**src/rtl/alu4_issue.sv**
```systemverilog
// alu4_issue: issue/writeback controller for the 4-bit combinational ALU slice.
// It holds a 4 x 4-bit register file and accepts one instruction every three
// cycles over a valid/ready handshake. An accepted instruction moves through
// IDLE -> ISSUE -> WB. The ALU result is captured at the end of ISSUE and written
// back at the end of WB. res_valid pulses in the cycle after writeback, so an
// instruction accepted in that cycle already sees the new register value.
module alu4_issue #(
  parameter int CNT_W = 8
) (
  input  logic             clk,
  input  logic             rst_n,
  input  logic             in_valid,
  output logic             in_ready,
  input  logic [3:0]       in_op,
  input  logic [1:0]       in_rd,
  input  logic [1:0]       in_rs,
  input  logic [1:0]       in_rt,
  input  logic             ld_en,
  input  logic [1:0]       ld_addr,
  input  logic [3:0]       ld_data,
  output logic [3:0]       alu_op,
  output logic [3:0]       alu_lt,
  output logic [3:0]       alu_rt,
  input  logic [3:0]       alu_out,
  output logic             res_valid,
  output logic [1:0]       res_rd,
  output logic [3:0]       res_data,
  output logic [CNT_W-1:0] retired
);

  typedef enum logic [1:0] {
    IDLE  = 2'd0,
    ISSUE = 2'd1,
    WB    = 2'd2
  } state_t;

  state_t          state;
  logic [3:0][3:0] regs;
  logic [1:0]      rd_q;

  // The controller is ready only in IDLE. This is a direct decode of the state register.
  assign in_ready = (state == IDLE);

  // Sequencer, register file, ALU operand registers, and result/retire bookkeeping.
  always_ff @(posedge clk) begin
    if (!rst_n) begin
      state     <= IDLE;
      // NOTE: the register file is four small flops, not a RAM macro, and the
      // architected reset value of r0..r3 is zero, so it is cleared like any other state.
      regs      <= '0;
      rd_q      <= 2'd0;
      alu_op    <= 4'd0;
      alu_lt    <= 4'd0;
      alu_rt    <= 4'd0;
      res_valid <= 1'b0;
      res_rd    <= 2'd0;
      res_data  <= 4'd0;
      retired   <= '0;
    end else begin
      res_valid <= 1'b0;

      // NOTE: the direct load is written first. The WB writeback below goes to the
      // same array later in this block, so on an address collision the later
      // non-blocking assignment wins and the load is dropped.
      if (ld_en) begin
        regs[ld_addr] <= ld_data;
      end

      case (state)
        IDLE: begin
          if (in_valid) begin
            alu_op <= in_op;
            alu_lt <= regs[in_rs];
            alu_rt <= regs[in_rt];
            rd_q   <= in_rd;
            state  <= ISSUE;
          end
        end
        ISSUE: begin
          res_data <= alu_out;
          res_rd   <= rd_q;
          state    <= WB;
        end
        WB: begin
          regs[res_rd] <= res_data;
          res_valid    <= 1'b1;
          retired      <= retired + CNT_W'(1);
          state        <= IDLE;
        end
        default: begin
          state <= IDLE;
        end
      endcase
    end
  end

endmodule

```
**config.mk**
```make
export PLATFORM = sky130hd
export DESIGN_NAME = alu4_issue
export DESIGN_NICKNAME = d
export VERILOG_FILES = /design/src/rtl/alu4_issue.sv
export SDC_FILE = /design/constraint.sdc
export NUM_CORES = 1
export LEC_CHECK = 0
export BUFFER_PORTS_ARGS = -buffer_cell sky130_fd_sc_hd__buf_2
export CORE_MARGIN = 3
export CORE_UTILIZATION = 45
export DETAILED_ROUTE_END_ITERATION = 12
export HOLD_SLACK_MARGIN = 0.12
export PLACE_DENSITY = 0.77
export SETUP_SLACK_MARGIN = 0.1
export SYNTH_ARGS = -nofsm -noshare
export SYNTH_HDL_FRONTEND = slang
export SYNTH_SLANG_ARGS = --single-unit
```
**constraint.sdc**
```tcl
create_clock -name clk -period 2.15 [get_ports clk]
set_input_delay 0.1075 -clock clk [delete_from_list [all_inputs] [get_ports clk]]
set_output_delay 0.1075 -clock clk [all_outputs]
set_load 0.005 [all_outputs]
```
* After elaboration in Yosys (flattened, before gate mapping)
Cells that the tools add are included.
Cells by class: add/subtract/negate cells 1, order comparisons 6, equality and inequality tests 3, multiplexer cells 16, reductions and logical operators 4
Operators with widths (count):
- two-way mux 16 bit | 3
- bitwise mux 16 bit | 2
- binary-select mux 4 bit (select 2 bit) | 2
- demux 4 bit (select 2 bit) | 2
- two-way mux 4 bit | 4
- less-than comparator 2 x 3 -> 1 bit, second input constant | 4
- adder 8 x 1 -> 8 bit, second input constant | 1
- >= comparator 2 x 1 -> 1 bit, second input constant | 2
- one-hot mux 2 bit (2 select lines) | 1
- equality test 2 x 1 -> 1 bit, second input constant | 1
- equality test 2 bit, second input constant | 1
- logical AND 1 bit | 2
- logical NOT 2 bit | 1
- two-way mux 2 bit | 1
- inequality test 2 bit, second input constant | 1
- AND reduction 2 bit | 1
- two-way mux 1 bit | 1
Storage, ports and cells: register bits 47, input port bits 24, output and inout port bits 28

* Longest topological paths before layout
depth after elaboration 9, depth in mapped cells 5, depth with buffers taken out 4

* Worst setup path after synthesis
Ideal clock, no wire load.
kind reg2reg, start point register state[0], end point register regs[0] (netlist bit), data arrival time 1224 ps, data required time 2029 ps, setup slack 805 ps, stages on the path, launching flop included 6, path buffers 2, cells stage by stage dfxtp_1 > buf_6 > or4b_1 > clkbuf_2 > o21ai_1 > a21oi_1
Between the ends: word-level cells in the longest chain between the ends 2
RTL lines:
- start: declaration | line 37 | state_t state;
- start signal: assignment | line 47 | state <= IDLE;
- start signal: assignment | line 76 | state <= ISSUE;
- start signal: assignment | line 82 | state <= WB;
- equality test 2 bit | line 69 | case (state)
- two-way mux 16 bit | line 69
- end signal: indexed assignment | line 66 | regs[ld_addr] <= ld_data;
- end signal: indexed assignment | line 85 | regs[res_rd] <= res_data;
- end: declaration | line 38 | logic [3:0][3:0] regs;
No other way between the ends. A chain may end at the register's enable or synchronous reset.

* Final worst setup path
start point register state[1], end point register alu_rt[2]
Between the ends: word-level cells in the longest chain between the ends 2
RTL lines:
- logical NOT 2 bit | line 69
- AND reduction 2 bit (no line)
- end signal: assignment | line 74 | alu_rt <= regs[in_rt];
- end: declaration | line 23 | output logic [3:0] alu_rt,
No other way between the ends.

==> impl_metrics.ini <==
[min_path]
worstHoldPathType = in2reg
whs_path_depth = 3
hp-start = ld_data[1]
min_to = regs[13]

[place]
place.gp.congestion = 0.774
port_buffers = 51
dp_hpwl_um = 3240
placed_cells = 293

[synth]
synthTopCellsByCount = dfxtp_1, mux2i_1, a21oi_1
yosysMostFrequentCell = dfxtp_1
yosys_most_used_dff = dfxtp_1
async_flop_share_pct = 0
syn_inst = 203
ys_ff_latch = 47
synth_seq_area_share_pct = 44.7
synth_nets = 228
syn_avg_cell_area_um2 = 10.4
syn-cell-area_um2 = 2110
synthTopCellsByArea = dfxtp_1, mux2i_1, mux4_2, a21oi_1, o21ai_0
yosysTopAreaCellShare_pct = 44.7
synth-edff-count = 0
yosys.cell_types.count = 33
yosys_warnings = 0
yosys.area.top_type = dfxtp_1

[power_and_ir_drop]
p_per_area_nw_per_um2 = 722
seqPwrFrac_pct = 49.5
power_leakage_uw = 0.00120
vdd_drop_max_mv = 0.358
sw_frac_of_total_pct = 21.7
intPower_uw = 1470
power.switching_uw = 409
power_frac_clock_pct = 40.3
p_comb_share_pct = 10.2

[timing]
rsz0062_at_grt = false
setup_tns_ns = 0
drv_slew = 0
period_share_pct = 71.7
whs_ns = 0.152
hold_viol = 0
finalCriticalPeriod_ns = 1.54
worst_slew_pin_slew_ns = 0.624
fin_skew_ns = 0.00710
setup_viol = 0
max_slew_margin_pct = 58.4
max_freq_mhz = 649

[clock_network]
cts_buffers = 5
clock-root-buffer = clkbuf_8
clkLatencyLatePin_ns = 0.30
htreeDepth = 2
ctsHoldBuffers = 10
clk_pin_slew_worst_paths_ns = 0.08
clk_path_buf_depth = 2
cts_tree = built
cts.sinks = 47
cts_setup_buffers = 0
cts_resized = 0

[grt]
grt_pass1_vias = 1578
grt_max_degree = 28
grt-ovfl-total = 0
antenna_found_initial = 0
grtUsageTotal_pct = 17.1
grt_pass1_wl_um = 7270

[floorplanning]
die-area_um2 = 5540
fp.dieH_um = 74.4
initial_core_util_pct = 47.4
rows = 24
core-area_um2 = 4440
die_w_um = 74.4
ios = 52

[run]
max_cap_viol_count = 0

[worst_setup_path]
critPathKind = reg2reg
critPathArrivalTime_ns = 1.76
worstRegToRegCells = 3
reg2reg_from = state[1]
required_ns = 2.37
reg2reg_slack_ns = 0.61
cp_max_fo = 10
r2r_end = alu_rt[2]
end_kind = flip-flop
worstSetupStartpoint = state[1]
startpoint_type = flip-flop

[final_layout]
nFillCells = 394
stdcell_count = 311
drive_gt1_share_pct = 28.2
syn_to_final_growth_pct = 23.8
final_nets = 283
num_antenna_cells = 0

[outcome]
status = completed

[route]
detail_route.wl_per_cell_um = 14.0
wirelength_um = 4360
ant_nets = 0
drt_iter0_markers = 99
vias_per_cell = 5.38
first_pass_iters = 4
vias = 1673
drc = 0
[critical path, stage by stage (launching register included)]
cell,delay [ns]
dfxtp_1,0.43
nor3b_4,0.47
and2_1,0.37
o2bb2ai_1,0.18
[area by class of cell]
type                            count  area (µm²)  share of cell area, %
Tap cell                           52        65.1                   2.50
Inverter                            2        7.51                  0.288
Multi-Input combinational cell    140        1090                   41.7
Clock buffer                        6        72.6                   2.78
Sequential cell                    47         941                   36.1
Clock inverter                      2        60.1                   2.30
Timing Repair Buffer               62         375                   14.4
[worst max-delay path by stage]
stage          slack, ns  cells after the start        end
2_1_floorplan       0.81                      5    regs[0]
3_5_place_dp        0.63                      3  alu_rt[2]
3_3_place_gp        0.67                      3    regs[1]
6_report            0.61                      3  alu_rt[2]
4_1_cts             0.60                      3  alu_rt[2]
5_1_grt             0.49                      3  alu_rt[2]
[cells by family after synthesis]
family,count (synthesis),share of synthesized area (%)
flip-flops,47,44.7
XOR/XNOR,2,0.832
AO/OA/AOI/OAI,50,13.7
adder cells (fa/ha/maj),1,0.594
buffers and inverters,16,3.74
AND/OR/NAND/NOR,50,14.1
multiplexers,37,22.3
[metal layers]
| metal | track usage [%] | share of wire [%] |
|---|---|---|
| met5 | 0 | 0 |
| met4 | 5.93 | 1.6 |
| met3 | 4.86 | 3.9 |
| met2 | 28.5 | 49 |
| met1 | 21.2 | 46 |
[cells in the final DEF (no fill, tap or decap), types with 2 or more instances in the layout]
master	Yosys	layout
o21ai_1	4	4
inv_1	2	2
a21oi_1	21	21
o21ai_0	14	14
or3_2	2	2
bufinv_16	0	2
buf_2	2	51
nand4bb_1	2	2
nand2_1	11	11
mux4_2	8	8
dfxtp_1	47	47
mux2i_1	29	29
dlygate4sd3_1	0	10
nand3_1	3	3
nand3b_1	3	3
o2bb2ai_1	8	8
clkbuf_8	0	5
o31ai_1	3	3
nor2_1	17	17
and2_1	2	2
or4_1	3	3
[flip-flops by register name, summed over array words and instances, names as in the netlist]
register   count
alu_op         4
res_rd         2
rd_q           2
alu_rt         4
alu_lt         4
state          2
res_data       4
retired        8
regs          16
res_valid      1
[metrics by stage]
| step | utilization (%) | instance area, µm² | power [µW] | worst slack [ns] |
|---|---|---|---|---|
| floorplan | - | 2110 | 1060 | 0.805 |
| global placement | 53.4 | 2370 | 1130 | 0.674 |
| detailed placement | 53.4 | 2370 | 1130 | 0.635 |
| CTS | 58.7 | 2610 | 1890 | 0.599 |
| global route | 58.7 | 2610 | 1950 | 0.489 |
| finish | 58.7 | 2610 | 1880 | 0.608 |
[power groups by stage]
stage,logic (µW),registers (µW),clock network [µW]
floorplan,122,942,0
global placement,176,949,0
detailed placement,180,952,0
CTS,194,931,766
global route,213,937,799
finish,192,932,758
No activity file was read; power rests on OpenSTA's default activity.
